[src/rtl/uart_pkg.sv]
// uart_pkg: register offsets, CR/SR layouts and FSM states shared by uart_reg_bridge.
package uart_pkg;
  localparam int UART_CR_OFFSET    = 0;
  localparam int UART_SR_OFFSET    = 1;
  localparam int UART_DINL_OFFSET  = 2;
  localparam int UART_DINH_OFFSET  = 3;
  localparam int UART_DOUTL_OFFSET = 4;
  localparam int UART_DOUTM_OFFSET = 5;
  localparam int UART_DOUTH_OFFSET = 6;
  typedef struct packed {
    logic [2:0] rsvd;
    logic       enable;
    logic       cmd_err;
    logic       res_overflow;
    logic       res_full;
    logic       res_empty;
  } uart_sr_t;
  typedef struct packed {
    logic [4:0] rsvd;
    logic       clr_err;
    logic       flush;
    logic       enable;
  } uart_cr_t;
  typedef enum logic [1:0] {IDLE, WDATA, RRESP} bridge_state_t;
endpackage

[src/rtl/sync_fifo.sv]
// sync_fifo: single-clock FIFO; a push into a full FIFO succeeds only alongside a pop.
module sync_fifo #(
  parameter int WIDTH = 8,
  parameter int DEPTH = 8
) (
  input  logic             clk,
  input  logic             rst,
  input  logic             push,
  input  logic             pop,
  input  logic [WIDTH-1:0] din,
  output logic [WIDTH-1:0] dout,
  output logic             full,
  output logic             empty
);
  localparam int AW = $clog2(DEPTH);
  logic [WIDTH-1:0] mem_q [DEPTH];
  logic [AW-1:0] wr_q, wr_d, rd_q, rd_d;
  logic [AW:0] cnt_q, cnt_d;
  logic do_push, do_pop;
  assign empty = cnt_q == '0;
  assign full  = cnt_q == (AW+1)'(DEPTH);
  assign dout  = mem_q[rd_q];
  always_comb begin
    do_pop  = pop && !empty;
    do_push = push && (!full || do_pop);
    wr_d    = do_push ? wr_q + 1'b1 : wr_q;
    rd_d    = do_pop ? rd_q + 1'b1 : rd_q;
    cnt_d   = cnt_q + (AW+1)'(do_push) - (AW+1)'(do_pop);
  end
  always_ff @(posedge clk) begin
    if (do_push) mem_q[wr_q] <= din;
    if (rst) begin
      wr_q  <= '0;
      rd_q  <= '0;
      cnt_q <= '0;
    end else begin
      wr_q  <= wr_d;
      rd_q  <= rd_d;
      cnt_q <= cnt_d;
    end
  end
endmodule

[src/rtl/uart_reg_bridge.sv]
// uart_reg_bridge: UART byte stream to register bridge feeding ECG samples in and R-peak results out.
// Define UART_REG_BRIDGE_TIMEOUT_EN to abandon a write whose data byte never arrives.
module uart_reg_bridge
  import uart_pkg::*;
#(
  parameter int ADDR_WIDTH     = 3,
  parameter int SAMPLE_WIDTH   = 11,
  parameter int RESULT_WIDTH   = 22,
  parameter int RES_DEPTH      = 8,
  parameter int TIMEOUT_CYCLES = 1000000
) (
  input  logic                    clk,
  input  logic                    rst,
  input  logic [7:0]              rx_data,
  input  logic                    rx_valid,
  output logic [7:0]              tx_data,
  output logic                    tx_valid,
  input  logic                    tx_ready,
  output logic [SAMPLE_WIDTH-1:0] sample_data,
  output logic                    sample_valid,
  input  logic [RESULT_WIDTH-1:0] result_data,
  input  logic                    result_valid,
  output logic                    enable
);
  localparam int DIN_BYTES  = (SAMPLE_WIDTH + 7) / 8;
  localparam int DOUT_BYTES = (RESULT_WIDTH + 7) / 8;
  localparam int DIN_BASE   = UART_DINL_OFFSET;
  localparam int DOUT_BASE  = DIN_BASE + DIN_BYTES;
  localparam int DIN_TOP    = DOUT_BASE - 1;
  localparam int DOUT_TOP   = DOUT_BASE + DOUT_BYTES - 1;
  if (ADDR_WIDTH < 1 || ADDR_WIDTH > 7 || DOUT_TOP >= (1 << ADDR_WIDTH) || TIMEOUT_CYCLES < 1)
    begin : g_bad_cfg
      $error("uart_reg_bridge: register map does not fit the address field");
    end
  bridge_state_t state_q, state_d;
  uart_cr_t cr_q, cr_d;
  uart_sr_t sr;
  logic [ADDR_WIDTH-1:0] addr_q, addr_d, cmd_addr;
  logic [7:0] tx_data_q, tx_data_d, rd_byte;
  logic [DIN_BYTES*8-1:0] din_q, din_d;
  logic [DOUT_BYTES*8-1:0] shadow_q, shadow_d, shadow_rd, head;
  logic [SAMPLE_WIDTH-1:0] sample_q, sample_d;
  logic sv_q, sv_d, ovf_q, ovf_d, err_q, err_d;
  logic cmd_ok, timeout;
  logic [RESULT_WIDTH-1:0] fifo_dout;
  logic fifo_full, fifo_empty, fifo_pop;
  sync_fifo #(.WIDTH(RESULT_WIDTH), .DEPTH(RES_DEPTH)) u_res_fifo (
    .clk(clk), .rst(rst || cr_q.flush), .push(result_valid), .pop(fifo_pop),
    .din(result_data), .dout(fifo_dout), .full(fifo_full), .empty(fifo_empty)
  );
`ifdef UART_REG_BRIDGE_TIMEOUT_EN
  localparam int TW = $clog2(TIMEOUT_CYCLES + 1);
  logic [TW-1:0] to_cnt_q, to_cnt_d;
  always_comb begin
    to_cnt_d = (state_q == WDATA && !rx_valid) ? to_cnt_q + 1'b1 : '0;
    timeout  = state_q == WDATA && !rx_valid && to_cnt_q == TW'(TIMEOUT_CYCLES - 1);
  end
  always_ff @(posedge clk) to_cnt_q <= rst ? '0 : to_cnt_d;
`else
  assign timeout = 1'b0;
`endif
  assign cmd_addr     = rx_data[ADDR_WIDTH:1];
  assign cmd_ok       = (rx_data >> (ADDR_WIDTH + 1)) == 8'h00;
  assign tx_data      = tx_data_q;
  assign tx_valid     = state_q == RRESP;
  assign enable       = cr_q.enable;
  assign sample_data  = sample_q;
  assign sample_valid = sv_q;
  // Reading DOUT byte 0 snapshots the FIFO head so later bytes come from one entry.
  always_comb begin
    head = '0;
    head[RESULT_WIDTH-1:0] = fifo_empty ? '0 : fifo_dout;
    shadow_rd = (cmd_addr == ADDR_WIDTH'(DOUT_BASE)) ? head : shadow_q;
    sr = '0;
    sr.enable       = cr_q.enable;
    sr.cmd_err      = err_q;
    sr.res_overflow = ovf_q;
    sr.res_full     = fifo_full;
    sr.res_empty    = fifo_empty;
    rd_byte = 8'h00;
    if (cmd_addr == ADDR_WIDTH'(UART_CR_OFFSET)) rd_byte = cr_q;
    if (cmd_addr == ADDR_WIDTH'(UART_SR_OFFSET)) rd_byte = sr;
    for (int i = 0; i < DIN_BYTES; i++)
      if (cmd_addr == ADDR_WIDTH'(DIN_BASE + i)) rd_byte = din_q[i*8 +: 8];
    for (int i = 0; i < DOUT_BYTES; i++)
      if (cmd_addr == ADDR_WIDTH'(DOUT_BASE + i)) rd_byte = shadow_rd[i*8 +: 8];
  end
  always_comb begin
    state_d    = state_q;
    addr_d     = addr_q;
    tx_data_d  = tx_data_q;
    din_d      = din_q;
    sample_d   = sample_q;
    sv_d       = 1'b0;
    shadow_d   = shadow_q;
    fifo_pop   = 1'b0;
    cr_d       = cr_q;
    cr_d.flush   = 1'b0;
    cr_d.clr_err = 1'b0;
    err_d      = err_q && !cr_q.clr_err;
    case (state_q)
      IDLE: if (rx_valid) begin
        if (!cmd_ok) err_d = 1'b1;
        else if (rx_data[0]) begin
          addr_d  = cmd_addr;
          state_d = WDATA;
        end else begin
          tx_data_d = rd_byte;
          state_d   = RRESP;
          if (cmd_addr == ADDR_WIDTH'(DOUT_BASE)) shadow_d = shadow_rd;
          if (cmd_addr == ADDR_WIDTH'(DOUT_TOP)) fifo_pop = !fifo_empty;
        end
      end
      WDATA: if (rx_valid) begin
        state_d = IDLE;
        if (addr_q == ADDR_WIDTH'(UART_CR_OFFSET)) cr_d = uart_cr_t'({5'b0, rx_data[2:0]});
        for (int i = 0; i < DIN_BYTES; i++)
          if (addr_q == ADDR_WIDTH'(DIN_BASE + i)) din_d[i*8 +: 8] = rx_data;
        if (addr_q == ADDR_WIDTH'(DIN_TOP) && cr_q.enable) begin
          sample_d = din_d[SAMPLE_WIDTH-1:0];
          sv_d     = 1'b1;
        end
      end else if (timeout) begin
        state_d = IDLE;
        err_d   = 1'b1;
      end
      RRESP: begin
        if (rx_valid) err_d = 1'b1;
        if (tx_ready) state_d = IDLE;
      end
      default: state_d = IDLE;
    endcase
    if (cr_q.flush) shadow_d = '0;
    ovf_d = (ovf_q && !cr_q.clr_err) || (result_valid && fifo_full && !fifo_pop);
  end
  always_ff @(posedge clk) begin
    if (rst) begin
      state_q   <= IDLE;
      addr_q    <= '0;
      cr_q      <= '0;
      tx_data_q <= '0;
      din_q     <= '0;
      sample_q  <= '0;
      sv_q      <= 1'b0;
      shadow_q  <= '0;
      ovf_q     <= 1'b0;
      err_q     <= 1'b0;
    end else begin
      state_q   <= state_d;
      addr_q    <= addr_d;
      cr_q      <= cr_d;
      tx_data_q <= tx_data_d;
      din_q     <= din_d;
      sample_q  <= sample_d;
      sv_q      <= sv_d;
      shadow_q  <= shadow_d;
      ovf_q     <= ovf_d;
      err_q     <= err_d;
    end
  end
endmodule
[config.mk]
export PLATFORM = sky130hd
export DESIGN_NAME = uart_reg_bridge
export DESIGN_NICKNAME = d
export VERILOG_FILES = /design/src/rtl/uart_pkg.sv /design/src/rtl/sync_fifo.sv /design/src/rtl/uart_reg_bridge.sv
export SDC_FILE = /design/constraint.sdc
export NUM_CORES = 1
export LEC_CHECK = 0
export CORE_MARGIN = 8
export CORE_UTILIZATION = 40
export CTS_CLUSTER_SIZE = 28
export DETAILED_ROUTE_END_ITERATION = 12
export HOLD_SLACK_MARGIN = 0.05
export PLACE_DENSITY_LB_ADDON = 0.15
export SLEW_MARGIN = 15
export SYNTH_ARGS = -nofsm -noshare
export SYNTH_HDL_FRONTEND = slang
export SYNTH_SLANG_ARGS = --single-unit
[constraint.sdc]
create_clock -name clk -period 3.99 [get_ports clk]
set_input_delay 0.5985 -clock clk [delete_from_list [all_inputs] [get_ports clk]]
set_output_delay 0.5985 -clock clk [all_outputs]
set_load 0.01 [all_outputs]
### Word-level counts from Yosys, hierarchy flattened

Memory sizes are Yosys's and may differ from the RTL's. A register that Yosys moved wholly into a read port is not among the register bits.
Cells that the tools add are included.

* register bits: 80
* memories kept: 1
* memory bits (writable): 176
* word-level logic and storage cells: 101
* bits of input ports: 35

Memory list
* u_res_fifo.mem_q: depth 8, bits a word 22, rd ports 1, clocked after memory_dff 1, wr ports 1, line sync_fifo.sv:16 `logic [WIDTH-1:0] mem_q [DEPTH];`

* muxes and demuxes: 31
* bitwise logic cells: 4
* equal/unequal tests: 15
* reduce and logical (&&, ||, !) cells: 30
* $add $sub $neg: 4

Operators with widths (count)
* 8-bit 2-to-1 mux: 6
* 24-bit 2-to-1 mux: 1
* 22-bit 2-to-1 mux: 1
* 3-bit by 2-bit == test with 1-bit output (second input constant): 4
* 3-bit 2-to-1 mux: 4
* 4-bit AND reduction: 3
* 1-bit 2-to-1 mux: 11
* 2-bit 2-to-1 mux: 5
* 3-bit == test (second input constant): 3
* 3-bit AND reduction: 3
* 8-bit logical NOT: 1
* 1-bit logical AND: 7
* 3-bit by 1-bit adder with 3-bit output (second input constant): 2
* 3-bit logical NOT: 2
* 2-bit != test (second input constant): 3
* 2-bit case mux with 3 select lines: 1
* 5-bit 2-to-1 mux: 1
* 5-bit AND reduction: 1
* 4-bit by 1-bit adder with 4-bit output: 1
* 4-bit == test (second input constant): 1
* 1-bit logical NOT: 4
* 4-bit logical NOT: 1
* 1-bit NOT: 4
* 4-bit OR reduction: 1
* 11 further kinds: 13

### Longest topological paths before layout

* depth in word-level cells: 12
* mapped depth: 12
* depth with buffers taken out: 12

### Modules after synthesis

A second synthesis with hierarchy kept.

* cells, all modules: 672
* area total of the unflattened synthesis: 10313.6 um2

Modules (own cells, without submodules)
* sync_fifo: cells an instance 347, times used 1, area each 7394.6 um2, seq. area each 5545.3 um2
* uart_reg_bridge: cells an instance 325, times used 1, area each 2919.0 um2, seq. area each 1241.2 um2

### Least setup slack after synthesis

No wires, ideal clock.

* path type: input port to flip-flop
* start: input port rx_data[1]
* end: memory u_res_fifo.mem_q[0][0] (netlist bit) (enable)
* data required time: 3533 ps
* path buffers: 1
* library setup time: 457 ps
* arrival: 3552 ps
* cell stages on the path: 6
* path slack: -19 ps
* cells stage by stage: buf_2 and3b_1 nand4_1 inv_2 o21ai_2 nor4_1

* cells in the longest elaborated chain, start to end: 11

RTL lines
* start, declared: line uart_reg_bridge.sv:14 `input logic [7:0] rx_data,`
* 3-bit == test: line uart_reg_bridge.sv:111 `if (cmd_addr == ADDR_WIDTH'(DOUT_TOP)) fifo_pop = !fifo_empty;`
* 1-bit 2-to-1 mux: line uart_reg_bridge.sv:111
* 1-bit 2-to-1 mux: line uart_reg_bridge.sv:104 `else if (rx_data[0]) begin`
* 1-bit 2-to-1 mux: line uart_reg_bridge.sv:103 `if (!cmd_ok) err_d = 1'b1;`
* 1-bit 2-to-1 mux: line uart_reg_bridge.sv:102 `IDLE: if (rx_valid) begin`
* 1-bit 2-to-1 mux: line uart_reg_bridge.sv:101 `case (state_q)`
* 1-bit logical AND: line sync_fifo.sv:24 `do_pop = pop && !empty;`
* named net u_res_fifo.do_pop: line sync_fifo.sv:19 `logic do_push, do_pop;`
* 1-bit logical OR: line sync_fifo.sv:25 `do_push = push && (!full || do_pop);`
* 1-bit logical AND: line sync_fifo.sv:25
* 1-bit 2-to-1 mux: line sync_fifo.sv:31 `if (do_push) mem_q[wr_q] <= din;`
* 1-bit 2-to-1 mux (implied by the code): line sync_fifo.sv:31
* end, declared: line sync_fifo.sv:16

The timed path passes the listed nets, and every way through them passes these cells.

### Final worst setup path

* start: register u_res_fifo.cnt_q[2]
* end: register u_res_fifo.cnt_q[2]

* cells in the longest elaborated chain, start to end: 12

RTL lines
* start, declared: line sync_fifo.sv:18 `logic [AW:0] cnt_q, cnt_d;`
* start signal, assigned: line sync_fifo.sv:39 `cnt_q <= cnt_d;`
* 4-bit logical NOT *: line sync_fifo.sv:20 `assign empty = cnt_q == '0;`
* 1-bit logical NOT *: line sync_fifo.sv:24, uart_reg_bridge.sv:111
* 1-bit 2-to-1 mux: line uart_reg_bridge.sv:111
* 1-bit 2-to-1 mux: line uart_reg_bridge.sv:104
* 1-bit 2-to-1 mux: line uart_reg_bridge.sv:103
* 1-bit 2-to-1 mux: line uart_reg_bridge.sv:102
* 1-bit 2-to-1 mux: line uart_reg_bridge.sv:101
* 1-bit logical AND *: line sync_fifo.sv:24
* named net u_res_fifo.do_pop: line sync_fifo.sv:19
* 1-bit logical OR *: line sync_fifo.sv:25
* 1-bit logical AND *: line sync_fifo.sv:25
* named net u_res_fifo.do_push: line sync_fifo.sv:19
* 4-bit by 1-bit adder with 4-bit output *: line sync_fifo.sv:28 `cnt_d = cnt_q + (AW+1)'(do_push) - (AW+1)'(do_pop);`
* 4-bit by 1-bit subtractor with 4-bit output *: line sync_fifo.sv:28

Mark *: on every way through the listed nets, which the timed path passes. The rest lies on a longest branch.
A chain may end at the register's enable or synchronous reset.

==> flow_summary_export.csv <==
group,metric,value,unit
pwr,vdd_ir_drop_max,0.000368,V
global_routing,met2_usage_in_global_routing,0.240,
synthesis,synth_edf_count,176,
cells_and_area,drive_above_1_share,0.165,
sta,grt_setup_unrepaired,"false",
drt,firstDrtPassIters,4,
clock_tree,post_cts_resize_count,0,
global_routing,grt_remaining_overflow,0,
drt,viasPerCell,5.13,
pwr,leakagePower,3.80,nW
setup_path,worst_r2r_endpoint,"u_res_fifo.cnt_q[2]$_SDFF_PP0_",
placement,place_area,11100,um^2
setup_path,start_kind,"register",
cells_and_area,diodes,0,
global_routing,via_count_of_the_first_global_routing_pass,5790,
placement,gpl_wtd_cong,0.764,
min_path,hold_path.startpoint,"shadow_q[9]$_SDFFE_PP0P_",
cells_and_area,register_area,6790,um^2
placement,placement.io_buffers,56,
pwr,power_density,478,nW/um^2
floorplanning,fp.coreArea,25000,um^2
run,max-cap-violations,0,
sta,fin_skew,0.0126,ns
drt,drc_errors,0,
synthesis,yosysSeqAreaShare,0.669,
sta,drv_slew,0,
setup_path,timing.critical_path.required,4.40,ns
sta,timing.max_slew.rel_slack,0.363,
drt,ant_nets,0,
clock_tree,holdBufCountCts,0,
clock_tree,clock_tree.buffer_depth,3,
setup_path,worst-path-max-fanout,6,
setup_path,critical_path_endpoint_category,"register",
global_routing,grt_usage,0.139,
floorplanning,starting_density_of_the_core,0.405,
sta,fin_crit_sh,0.719,
synthesis,synthesis.area_per_instance,15.1,um^2
sta,finalHoldViolations,0,
cells_and_area,layout.filler_cells,2168,
global_routing,grt_antenna_before_repair,0,
floorplanning,ports_placed_on_the_boundary,57,
synthesis,main_flop_type_after_synthesis,"sky130_fd_sc_hd__edfxtp_1",
drt,finalWirelength,21.4,mm
global_routing,grt.met3_usage,0.0260,
cells_and_area,final_design_area_no_fill,11900,um^2
global_routing,gr-usage-met1,0.175,
synthesis,synth.yosys.warnings,0,
min_path,worst_hold_path.num_cells,2,
sta,achievable-frequency,348,MHz
synthesis,synth.area.top_cells,"sky130_fd_sc_hd__edfxtp_1, sky130_fd_sc_hd__dfxtp_1, sky130_fd_sc_hd__mux2i_1",
synthesis,post-synth-top-area-fraction,0.521,
sta,setup_violations,0,
global_routing,busiest_layer,"met2",
sta,post-route-min-period,2.87,ns
setup_path,r2r-start,"u_res_fifo.cnt_q[2]$_SDFF_PP0_",
floorplanning,die_area,30700,um^2
floorplanning,rows,58,
cells_and_area,area_taken_by_multi_input_logic_gates,3140,um^2
global_routing,grt_start_max_net_pins,49,
synthesis,post-synth-top-count-cell,"sky130_fd_sc_hd__edfxtp_1",
synthesis,post-synth-top-area-cell,"sky130_fd_sc_hd__edfxtp_1",
floorplanning,dieWidth,175,um
synthesis,post_synth_num_cell_types,57,
drt,via_count,5555,
synthesis,synth_nets,715,
sta,finalSetupTns,0,ns
clock_tree,tritoncts_num_sinks,251,
clock_tree,clk_pin_slew_worst_paths,0.05,ns
clock_tree,cts_tree,"built",
setup_path,depth_of_the_worst_register_to_register_path,11,
min_path,timing.hold.worst.class,"register to register",
drt,avgRoutedWirePerCell,19.8,um
synthesis,ys_seq_elements,251,
clock_tree,insertion_delay,0.54,ns
synthesis,syn-cell-area,10100,um^2
cells_and_area,final_layout_net_count,776,
global_routing,grt_first_pass_wirelength,33.6,mm
drt,initial_drc_count,370,
floorplanning,dieHeight,175,um
setup_path,worst-r2r-setup-slack,1.12,ns
clock_tree,cts.htree.levels,1,
clock_tree,cts_inserted_buffers,27,
sta,max_slew.worst_pin.slew,0.956,ns
placement,dpl.hpwl,13.9,mm
run_status,outcome,"completed",
synthesis,most_common_library_cells_after_synthesis,"sky130_fd_sc_hd__edfxtp_1, sky130_fd_sc_hd__dfxtp_1, sky130_fd_sc_hd__mux2i_1, sky130_fd_sc_hd__nor2_1, sky130_fd_sc_hd__nand2_1",
synthesis,async_reset_ff_frac,0,
setup_path,timing_worst_setup_path_type,"register to register",
clock_tree,root_buffer,"sky130_fd_sc_hd__clkbuf_16",
cells_and_area,finish.utilization,0.476,
cells_and_area,layout-area-overhead-vs-synth,17.4,%
min_path,endpoint_of_the_worst_hold_timing_path,"shadow_q[9]$_SDFFE_PP0P_",
clock_tree,cts_setup_buffers,0,
synthesis,netlist_instances,671,
setup_path,cp.arrival,3.28,ns
## power breakdown
| group | leakage [nW] | switching [W] | total (W) | internal [W] |
|---|---|---|---|---|
| sequential | 2.20 | 0.0000403 | 0.00295 | 0.00291 |
| clock | 0.404 | 0.000963 | 0.00233 | 0.00137 |
| combinational | 1.20 | 0.000254 | 0.000416 | 0.000162 |
## cells in the final DEF, fill, tap and decap left out, types with 6 or more instances in the layout
cell                              netlist  layout
sky130_fd_sc_hd__a211oi_1               8       8
sky130_fd_sc_hd__mux4_2                28      28
sky130_fd_sc_hd__nand3_1                7       7
sky130_fd_sc_hd__clkbuf_16              0      27
sky130_fd_sc_hd__nor2b_1               11      11
sky130_fd_sc_hd__o21ai_1                6       6
sky130_fd_sc_hd__nand2_1               31      31
sky130_fd_sc_hd__inv_1                 12      12
sky130_fd_sc_hd__ha_1                   8       8
sky130_fd_sc_hd__nor2_1                51      48
sky130_fd_sc_hd__clkinv_1               0      12
sky130_fd_sc_hd__mux2i_1               74      74
sky130_fd_sc_hd__edfxtp_1             176     176
sky130_fd_sc_hd__buf_4                  4      16
sky130_fd_sc_hd__and2_1                 8       8
sky130_fd_sc_hd__a22oi_1               17      17
sky130_fd_sc_hd__dfxtp_1               75      74
sky130_fd_sc_hd__nor2_2                 4       7
sky130_fd_sc_hd__clkdlybuf4s50_1        0      56
sky130_fd_sc_hd__nand2b_1               6       6
sky130_fd_sc_hd__a21oi_1               19      18
sky130_fd_sc_hd__o21ai_2               11      11
## sequential cells by signal, summed over array words and instances, names as in the netlist, named ones only
register and cells:
addr_q 3, cr_q 2, din_q 16, enable 1, err_q 1, ovf_q 1
sample_data 11, sample_valid 1, shadow_q 16, state_q 2, tx_data 8, u_res_fifo.cnt_q 4
u_res_fifo.mem_q 176, u_res_fifo.rd_q 3, u_res_fifo.wr_q 3
## cell families (layout without fill, tap and decap cells)
logic type | after synthesis | after routing | share of synthesized area
compound gates | 91 | 91 | 0.0657
fa+ha+maj | 9 | 9 | 0.0118
mux | 107 | 107 | 0.141
flops | 251 | 251 | 0.669
simple gates | 153 | 153 | 0.0815
buf+inv | 54 | 136 | 0.0264
xor+xnor | 6 | 6 | 0.00518
## area by class of cell
cell class                      instances  share of cell area
Sequential cell                       251               0.570
Multi-Input combinational cell        366               0.264
Clock buffer                           32              0.0583
Timing Repair Buffer                   72              0.0571
Tap cell                              330              0.0346
Clock inverter                         18              0.0123
Inverter                               14             0.00441
## per-layer routing
| layer | up-vias | wire [um] |
|---|---|---|
| met4 | 0 | 519 |
| met5 | - | 0 |
| li1 | 2678 | - |
| met3 | 39 | 1020 |
| met2 | 119 | 10200 |
| met1 | 2719 | 9670 |
## critical path, cell delays in order, from the launching register on
cell                      delay (ns)
sky130_fd_sc_hd__dfxtp_1        0.30
sky130_fd_sc_hd__inv_1          0.09
sky130_fd_sc_hd__ha_1           0.15
sky130_fd_sc_hd__or3b_1         0.46
sky130_fd_sc_hd__nand4_1        0.27
sky130_fd_sc_hd__inv_2          0.11
sky130_fd_sc_hd__o21ai_2        0.37
sky130_fd_sc_hd__inv_2          0.12
sky130_fd_sc_hd__ha_1           0.26
sky130_fd_sc_hd__fa_1           0.41
sky130_fd_sc_hd__xnor2_1        0.16
sky130_fd_sc_hd__nor2_1         0.05
## stage by stage
stage | std cells | hold WS [ns] | power (W) | setup WS [ns]
global route | 1083 | 0.488 | 0.00592 | 0.931
global placement | 1033 | 0.447 | 0.00341 | 0.698
finish | 1083 | 0.457 | 0.00570 | 1.12
CTS | 1083 | 0.455 | 0.00578 | 1.09
detailed placement | 1033 | 0.445 | 0.00343 | 0.640
floorplan | 671 | 0.428 | 0.00324 | 0.418
## worst max path at each step
stage	startpoint	endpoint	slack, ns	cells after the start
after floorplan	rx_data[1]	u_res_fifo.mem_q[1][0]$_DFFE_PP_	0.42	8
final	u_res_fifo.cnt_q[2]$_SDFF_PP0_	u_res_fifo.cnt_q[2]$_SDFF_PP0_	1.12	11
after CTS	u_res_fifo.cnt_q[2]$_SDFF_PP0_	u_res_fifo.cnt_q[2]$_SDFF_PP0_	1.09	11
after global placement	rx_data[5]	u_res_fifo.mem_q[1][18]$_DFFE_PP_	0.70	9
after detailed placement	rx_data[4]	u_res_fifo.mem_q[1][20]$_DFFE_PP_	0.64	9
after global routing	u_res_fifo.cnt_q[2]$_SDFF_PP0_	u_res_fifo.cnt_q[2]$_SDFF_PP0_	0.93	11
Power figures use the tool's default switching activity.
